File: src/rtl/game_state_ctrl.sv
// Game-state controller for Flappy VGA: collision detection, pipe-pass scoring,
// high score tracking and a minimum-duration lose screen.
module game_state_ctrl #(
  parameter int NUM_PIPES = 4,
  parameter int COORD_W   = 10,
  parameter int SCORE_W   = 8,
  parameter int LOSE_HOLD = 1600,
  parameter int MARGIN    = 0,
  parameter int FLOOR_Y   = 470
) (
  input  logic                           Clk,
  input  logic                           reset,
  input  logic                           Start,
  input  logic                           Ack,
  input  logic                           Pause,
  input  logic [COORD_W-1:0]             Bird_X_L,
  input  logic [COORD_W-1:0]             Bird_X_R,
  input  logic [COORD_W-1:0]             Bird_Y_T,
  input  logic [COORD_W-1:0]             Bird_Y_B,
  input  logic [NUM_PIPES*COORD_W-1:0]   Pipe_X_L,
  input  logic [NUM_PIPES*COORD_W-1:0]   Pipe_X_R,
  input  logic [NUM_PIPES*COORD_W-1:0]   Gap_Y_T,
  input  logic [NUM_PIPES*COORD_W-1:0]   Gap_Y_B,
  input  logic [NUM_PIPES-1:0]           Pipe_Valid,
  output logic                           Q_Initial,
  output logic                           Q_Check,
  output logic                           Q_Pause,
  output logic                           Q_Lose,
  output logic [SCORE_W-1:0]             Score,
  output logic [SCORE_W-1:0]             High_Score,
  output logic [NUM_PIPES-1:0]           Hit_Pipe
);

  localparam int CNT_W = (LOSE_HOLD < 1) ? 1 : $clog2(LOSE_HOLD + 1);
  localparam int PC_W  = $clog2(NUM_PIPES + 1) + 1;
  localparam logic [CNT_W-1:0]   HOLD_MAX  = CNT_W'(LOSE_HOLD);
  localparam logic [COORD_W:0]   MARGIN_X  = (COORD_W+1)'(MARGIN);
  localparam logic [COORD_W-1:0] FLOOR_C   = COORD_W'(FLOOR_Y);
  localparam logic [SCORE_W+PC_W-1:0] SCORE_MAX = (SCORE_W+PC_W)'({SCORE_W{1'b1}});

  typedef enum logic [3:0] {
    S_INITIAL = 4'b0001,
    S_CHECK   = 4'b0010,
    S_PAUSE   = 4'b0100,
    S_LOSE    = 4'b1000
  } state_t;

  state_t               state_reg, state_next;
  logic [SCORE_W-1:0]   score_reg, high_reg;
  logic [NUM_PIPES-1:0] hit_pipe_reg, passed_reg;
  logic [CNT_W-1:0]     hold_cnt_reg;

  logic [NUM_PIPES-1:0] hit, behind, newpass, recycle;
  logic                 floor_hit, collide;
  logic [PC_W-1:0]      pass_cnt;
  logic [SCORE_W+PC_W-1:0] score_sum;
  logic [SCORE_W-1:0]   score_sat;

  genvar gi;
  generate
    for (gi = 0; gi < NUM_PIPES; gi++) begin : g_pipe
      logic [COORD_W-1:0] xl, xr, gt, gb;
      logic xov, outgap;
      assign xl = Pipe_X_L[gi*COORD_W +: COORD_W];
      assign xr = Pipe_X_R[gi*COORD_W +: COORD_W];
      assign gt = Gap_Y_T[gi*COORD_W +: COORD_W];
      assign gb = Gap_Y_B[gi*COORD_W +: COORD_W];
      // One extra bit on the margin sums keeps them from wrapping near the screen edge.
      assign xov = ({1'b0, Bird_X_R} > ({1'b0, xl} + MARGIN_X)) &&
                   (({1'b0, Bird_X_L} + MARGIN_X) < {1'b0, xr});
      assign outgap      = (Bird_Y_T < gt) || (Bird_Y_B > gb);
      assign hit[gi]     = Pipe_Valid[gi] & xov & outgap;
      assign behind[gi]  = xr < Bird_X_L;
      assign newpass[gi] = Pipe_Valid[gi] & ~passed_reg[gi] & behind[gi];
      assign recycle[gi] = ~Pipe_Valid[gi] | ~behind[gi];
    end
  endgenerate

  assign floor_hit = (Bird_Y_B >= FLOOR_C);
  assign collide   = (|hit) | floor_hit;

  always_comb begin
    pass_cnt = '0;
    for (int p = 0; p < NUM_PIPES; p++)
      pass_cnt = pass_cnt + PC_W'(newpass[p]);
    score_sum = (SCORE_W+PC_W)'(score_reg) + (SCORE_W+PC_W)'(pass_cnt);
    score_sat = (score_sum > SCORE_MAX) ? {SCORE_W{1'b1}} : score_sum[SCORE_W-1:0];
  end

  always_ff @(posedge Clk or posedge reset) begin
    if (reset) state_reg <= S_INITIAL;
    else       state_reg <= state_next;
  end

  always_comb begin
    state_next = state_reg;
    case (state_reg)
      S_INITIAL: if (Start) state_next = S_CHECK;
      S_CHECK: begin
        if (collide)    state_next = S_LOSE;
        else if (Pause) state_next = S_PAUSE;
      end
      S_PAUSE:   if (!Pause) state_next = S_CHECK;
      S_LOSE:    if (Ack && (hold_cnt_reg >= HOLD_MAX)) state_next = S_INITIAL;
      default:   state_next = S_INITIAL;
    endcase
  end

  always_ff @(posedge Clk or posedge reset) begin
    if (reset) begin
      score_reg    <= '0;
      high_reg     <= '0;
      hit_pipe_reg <= '0;
      passed_reg   <= '0;
      hold_cnt_reg <= '0;
    end else begin
      // Pipes back in front of the bird (or off screen) become eligible to score again.
      passed_reg <= passed_reg & ~recycle;
      case (state_reg)
        S_INITIAL: begin
          if (Start) begin
            score_reg    <= '0;
            hit_pipe_reg <= '0;
            passed_reg   <= behind;
          end
        end
        S_CHECK: begin
          if (collide) begin
            hit_pipe_reg <= hit;
            high_reg     <= (score_reg > high_reg) ? score_reg : high_reg;
            hold_cnt_reg <= '0;
          end else begin
            score_reg  <= score_sat;
            passed_reg <= (passed_reg & ~recycle) | newpass;
          end
        end
        S_LOSE: begin
          if (hold_cnt_reg < HOLD_MAX) hold_cnt_reg <= hold_cnt_reg + 1'b1;
        end
        default: ;
      endcase
    end
  end

  assign {Q_Lose, Q_Pause, Q_Check, Q_Initial} = state_reg;
  assign Score      = score_reg;
  assign High_Score = high_reg;
  assign Hit_Pipe   = hit_pipe_reg;

endmodule

File: config.mk
export PLATFORM = sky130hd
export DESIGN_NAME = game_state_ctrl
export DESIGN_NICKNAME = d
export VERILOG_FILES = /design/src/rtl/game_state_ctrl.sv
export SDC_FILE = /design/constraint.sdc
export NUM_CORES = 1
export LEC_CHECK = 0
export CAP_MARGIN = 20
export CORE_AREA = 2 2 114 116
export CTS_CLUSTER_SIZE = 16
export DETAILED_ROUTE_END_ITERATION = 7
export DIE_AREA = 0 0 116 118
export GPL_ROUTABILITY_DRIVEN = 1
export PLACE_DENSITY = 0.84
export REMOVE_ABC_BUFFERS = 1
export SETUP_SLACK_MARGIN = 0.2
export SLEW_MARGIN = 20
export SYNTH_ARGS = -nofsm -noshare
export SYNTH_HDL_FRONTEND = slang
export SYNTH_SLANG_ARGS = --single-unit
File: constraint.sdc
create_clock -name Clk -period 8.62 [get_ports Clk]
set_input_delay 1.724 -clock Clk [delete_from_list [all_inputs] [get_ports Clk]]
set_output_delay 1.724 -clock Clk [all_outputs]
set_load 0.005 [all_outputs]
# Word-level counts from Yosys, hierarchy flattened
# Cells that the tools add are included.
# word_totals
regBits	39
inputBits	209
elab_cells	119
# classes
add_sub_neg	5
magnitude_cmp	25
n_eq_ne	11
n_mux	19
bitwise_logic	36
n_reduce_logical	17
# ops
op	n
10-bit less-than comparator	12
10-bit > comparator	8
4-bit 2-to-1 mux	9
8-bit 2-to-1 mux	3
11-bit 2-to-1 mux	2
11-bit one-hot mux with 2 select lines	1
1-bit bitwise AND	16
4-bit one-hot mux with 2 select lines	2
4-bit one-hot mux with 4 select lines	1
8-bit one-hot mux with 2 select lines	1
2-bit inequality test (second input constant)	6
1-bit NOT	12
3-bit AND reduction	4
11-bit by 1-bit adder with 11-bit output (second input constant)	1
11-bit >= comparator (second input constant)	1
11-bit less-than comparator (second input constant)	1
10-bit by 9-bit >= comparator with 1-bit output (second input constant)	1
8-bit by 4-bit adder with 9-bit output	1
9-bit by 8-bit > comparator with 1-bit output (second input constant)	1
8-bit > comparator	1
1-bit logical AND	5
1-bit OR	5
3-bit by 1-bit adder with 4-bit output	1
4-bit bitwise AND	1
other kinds (13)	17

# Depth between registers and ports, before layout
# depth
ltp_word	11
ltp_mapped	16

# Least setup slack after synthesis
# No wires, ideal clock.
# synth_path
path_kind	input port to flip-flop
startpoint	input port Bird_X_L[4]
endpoint	register score_reg[7], in the netlist Score[7]
setup_time_ps	124
arrival_ps	5376
t_required_ps	8496
setup_slack_ps	3120
stages	14
path_buffers	0
path_cell_list	inv_1 -> ha_1 -> and3_1 -> a221o_1 -> a211o_1 -> or3b_2 -> fa_1 -> inv_1 -> fa_1 -> fa_1 -> nand3_1 -> a31oi_1 -> o211a_1 -> a211o_1
# synth_between
elab_chain_cells	10
elab_cells_between_ends	36
classes_between	add/sub: 4; order compare: 9; eq/ne: 1; mux: 3; bitwise: 13; reduce/logical: 6
# synth_rtl
item	line	source
start, declared	16	input logic [COORD_W-1:0] Bird_X_L,
10-bit less-than comparator	73	assign behind[gi] = xr < Bird_X_L;
1-bit bitwise AND	74	assign newpass[gi] = Pipe_Valid[gi] & ~passed_reg[gi] & behind[gi];
1-bit by 1-bit adder with 2-bit output	85	pass_cnt = pass_cnt + PC_W'(newpass[p]);
2-bit by 1-bit adder with 3-bit output	85	
3-bit by 1-bit adder with 4-bit output	85	
8-bit by 4-bit adder with 9-bit output	86	score_sum = (SCORE_W+PC_W)'(score_reg) + (SCORE_W+PC_W)'(pass_cnt);
9-bit by 8-bit > comparator with 1-bit output	87	score_sat = (score_sum > SCORE_MAX) ? {SCORE_W{1'b1}} : score_sum[SCORE_W-1:0];
8-bit 2-to-1 mux	87	
8-bit 2-to-1 mux	128	if (collide) begin
8-bit one-hot mux with 2 select lines	119	case (state_reg)
end signal, assigned	133	score_reg <= score_sat;
end, declared	49	logic [SCORE_W-1:0] score_reg, high_reg;
# Several ways; a longest one is shown, not always the timed one. The select of a mux whose other input is x is not followed.
# A chain may end at the register's enable or synchronous reset.

# Worst setup path after layout
# layout_path
startpoint	input port Bird_X_L[3]
endpoint	register score_reg[0], in the netlist Score[0]
# Same word-level chain as after synthesis.

==> parameters.txt <==
Parameter                              Value

Run status
  Status ... finished clean

Floorplan
  Overall die height ... ~120 um
  I/O pin cnt ... ~230
  Core area ... 12410 sq um
  Initial Utilization ... 0.4856
  DIE WIDTH ... 116 um
  Die Footprint ... 13690 sq um
  Row count ... 41

Layout
  Antenna diode count ... 0
  Design area ... 8738 sq um
  Final std cells w/o fill ... 1127
  Fraction of layout instances using a drive strength above 1 ... 0.03037
  Utilization after layout ... 0.7039
  Synth-to-layout area growth ... 44.96%
  Number of nets in the layout ... 1333
  Max reg flops ... 11

Drt
  First-pass iteration count of the detailed router ... 4
  Iter 0 DRT Violations ... 276
  Total length of routed wires ... 17120 um
  Antenna-violating nets left ... 0
  Via density per instance ... 5.284
  Routed WL per cell ... around 15 um
  DRC Markers ... 0
  Vias after detailed routing ... between 5000 and 6000

Timing
  Unrepaired setup endpoints after global routing ... false
  Worst relative slew slack ... 0.3764
  Max Freq ... between 150 and 200 MHz
  Skew final ... 0.007387 ns
  Fin crit share ... 0.7001
  Summed negative setup slack over all endpoints ... 0 ns
  Worst Max-Slew Pin Slew ... 0.9223 ns
  Final hold violation count ... 0
  Final number of max-transition violations ... 0
  Count of final setup violators ... 0
  Final min period ... 6.035 ns
  Least setup slack across all paths after layout ... approximately 2.6 ns

CTS
  Hold buffers post-CTS ... 0
  Post-CTS setup repair buffer count ... 0
  TritonCTS Sinks ... 39
  CTS tree ... done
  # resized after CTS ... 0
  Buffer levels on the longest clock path ... 2
  Worst-skew pair later-pin latency ... 0.28 ns
  CTS Root Buffer Type ... sky130_fd_sc_hd__clkbuf_16
  Number of levels the H-tree was split into ... 2
  Clock-pin slew of the registers on the worst-case setup and hold paths ... around 0.060 ns
  TritonCTS Buffers ... 5

Pwr
  Leakage ... around 4.5 nW
  PD cells ... 116.6 nW/um^2
  Worst vdd rail ir drop ... between 150 and 200 uV

Placed design
  Hpwl dp ... 14680 um
  Total instance count after detailed placement ... roughly 1100
  Dpl cell area ... between 8000 and 9000 sq um
  Routability Congestion ... between 0.8 and 0.9
  Worst-case setup slack after placement ... 2.384 ns
  Count of input and output buffers ... between 200 and 250

Yosys
  Seq/Total Area, Yosys ... 0.1621
  Post-synthesis cell area ... 6028 sq um
  Post-synth ARST share ... 1.000
  Flops & latches, synth ... 39
  Warnings, synthesis ... 0
  Post-synth cell types ... 61
  Number of synthesized flops with an enable pin ... 0
  Number of cells produced by synthesis ... slightly above 700
  Dominant synthesized flop cell ... sky130_fd_sc_hd__dfrtp_1
  Mean post-synth cell area ... 8.384 sq um

Critical path
  Startpoint Class ... input pin
  R2R cell count ... 9
  Reg-to-Reg End ... Score[0]
  Critical path peak fanout ... 5
  Type of the worst setup path ... input pin to flop
  Worst endpoint required time ... 8.76 ns
  Launch point of the worst reg-to-reg path ... passed_reg[2]
  Kind of end point of the critical path ... flop
  Timing startpoint of the critical path ... Bird_X_L[3]
  Arrival @ worst endpoint ... 6.18 ns
  Worst reg2reg setup slack ... 5.40 ns

GRT
  Largest net degree at the start of global routing ... 40
  All-Layer GR Usage ... 0.2538
  Vias in the first global route ... 6076
  Final global-route overflow total ... 0
  Antenna violations before repair ... 0
  First-pass GRT wire length ... around 28000 um

Worst hold path
  Tightest Hold Check Type ... flop to flop
  Depth of the worst hold-timing path ... 2
  Endpoint of the worst hold-timing path ... hold_cnt_reg[10]
  Hold path startpoint ... hold_cnt_reg[10]

Job
  Max Cap Violations ... 0
## cell usage in the layout (no fill, tap or decap), types with 3 or more instances in the layout
cell type                         netlist  layout
sky130_fd_sc_hd__o2111ai_1              3       3
sky130_fd_sc_hd__a2111oi_0              4       4
sky130_fd_sc_hd__nor2b_1                9       9
sky130_fd_sc_hd__nand2_1               34      34
sky130_fd_sc_hd__inv_1                149     149
sky130_fd_sc_hd__a21oi_1               46      46
sky130_fd_sc_hd__a21o_1                36      36
sky130_fd_sc_hd__and3_1                 7       7
sky130_fd_sc_hd__nand2b_1              15      15
sky130_fd_sc_hd__a31oi_1                5       5
sky130_fd_sc_hd__o22ai_1                5       5
sky130_fd_sc_hd__ha_1                 167     167
sky130_fd_sc_hd__dfrtp_1               38      38
sky130_fd_sc_hd__mux2_4                 8       8
sky130_fd_sc_hd__a221oi_1               3       3
sky130_fd_sc_hd__nor2_1                27      27
sky130_fd_sc_hd__o211ai_1               3       3
sky130_fd_sc_hd__and4_1                 7       7
sky130_fd_sc_hd__xor2_1                 6       6
sky130_fd_sc_hd__nand3_1                9       9
sky130_fd_sc_hd__fa_1                   3       3
sky130_fd_sc_hd__a211oi_1              16      16
sky130_fd_sc_hd__o21ai_1                6       6
sky130_fd_sc_hd__nor3b_1                4       4
sky130_fd_sc_hd__clkdlybuf4s50_1        0     232
sky130_fd_sc_hd__nand4_1               26      26
sky130_fd_sc_hd__o21ai_0               23      23
sky130_fd_sc_hd__clkbuf_16              0       5
sky130_fd_sc_hd__o21a_1                 3       3
sky130_fd_sc_hd__o31ai_1                6       6
sky130_fd_sc_hd__nor3_1                 9       9
sky130_fd_sc_hd__nor4b_1                3       3
## synth_stat cells, drive strengths merged, types with 2 or more instances
| cell type | instances | area (sq um) |
|---|---|---|
| xnor2 | 2 | 17.52 |
| o211a | 2 | 20.02 |
| nand4 | 27 | 183.9 |
| nand2b | 15 | 93.84 |
| and2 | 2 | 12.51 |
| nor3 | 10 | 61.31 |
| a31oi | 5 | 31.28 |
| nand3 | 9 | 45.04 |
| a221oi | 3 | 26.28 |
| a311oi | 2 | 17.52 |
| nor3b | 4 | 30.03 |
| o211ai | 5 | 56.30 |
| or2 | 2 | 12.52 |
| o21ai | 29 | 145.1 |
| a21oi | 46 | 230.2 |
| or3b | 2 | 17.52 |
| o21a | 4 | 37.53 |
| a2111oi | 5 | 50.04 |
| and4 | 7 | 61.31 |
| a21o | 36 | 270.3 |
| fa | 3 | 60.06 |
| and3 | 7 | 43.79 |
| a211oi | 16 | 120.1 |
| a211o | 2 | 17.52 |
| ha | 167 | 2090 |
| nor2b | 9 | 56.30 |
| o31ai | 6 | 45.04 |
| inv | 149 | 559.3 |
| dfrtp | 38 | 950.9 |
| o2111ai | 4 | 41.29 |
| buf | 4 | 20.02 |
| nand2 | 34 | 127.6 |
| xor2 | 6 | 52.55 |
| mux2 | 9 | 131.4 |
| a41oi | 2 | 17.52 |
| nor2 | 27 | 101.4 |
| nor4b | 3 | 26.28 |
| o22ai | 5 | 31.28 |
## cells by family after synthesis
family | share of synthesized area
AOI/OAI and AO/OA | 0.2017
muxes | 0.02345
DFF | 0.1621
xor gates and xnor gates | 0.01162
and+or+nand+nor | 0.1478
adders and majority gates | 0.3566
buffers and inverters | 0.09672
## worst max path at each step
| stage | endpoint | slack [ns] |
|---|---|---|
| floorplan | Score[4] | 3.11 |
| global placement | Score[4] | 2.46 |
| detailed placement | Score[1] | 2.38 |
| CTS | Score[0] | 2.61 |
| global route | Score[1] | 2.43 |
| finish | Score[0] | 2.59 |
## power breakdown
| part | internal (mW) | leakage, nW | switching, mW |
|---|---|---|---|
| Clock | 0.166 | 0.0911 | 0.0729 |
| Sequential | 0.232 | 0.531 | 0.0542 |
| Combinational | 0.264 | 3.91 | 0.230 |
## through the flow
stage	hold slack, ns	total power, mW
5_1_grt	0.5385	1.103
4_1_cts	0.5088	1.024
2_1_floorplan	0.4628	0.5531
6_report	0.5092	1.019
3_5_place_dp	0.4992	0.7771
3_3_place_gp	0.4843	0.7638
## per-layer routing
metal	global-route usage	part of all wire	vias up
li1	-	-	3051
met1	0.3160	0.43	2697
met2	0.4605	0.48	186
met3	0.03862	0.070	21
met4	0.04688	0.014	0
met5	0	0	-
## worst max-delay path, cell delays in order
cell,delay (ns)
sky130_fd_sc_hd__clkdlybuf4s50_1,0.48
sky130_fd_sc_hd__inv_1,0.10
sky130_fd_sc_hd__ha_1,0.29
sky130_fd_sc_hd__and3_1,0.17
sky130_fd_sc_hd__a221o_1,0.34
sky130_fd_sc_hd__a211o_1,0.35
sky130_fd_sc_hd__or3b_2,0.48
sky130_fd_sc_hd__fa_1,0.51
sky130_fd_sc_hd__inv_1,0.05
sky130_fd_sc_hd__fa_1,0.43
sky130_fd_sc_hd__fa_1,0.46
sky130_fd_sc_hd__and3_1,0.21
sky130_fd_sc_hd__and3_1,0.22
sky130_fd_sc_hd__o21ai_0,0.23
sky130_fd_sc_hd__o31ai_1,0.12
## final cells by class
class                   instances  area (sq um)
multi-input cells             526          4468
fillers                       999          3676
repair buffers                233          2330
flip-flops and latches         39         977.2
inverters                     149         559.3
well taps                     172         215.2
clock buffers                   6         128.9
clock inverters                 2         60.06
Note: power is estimated with default switching activity, not from simulation.
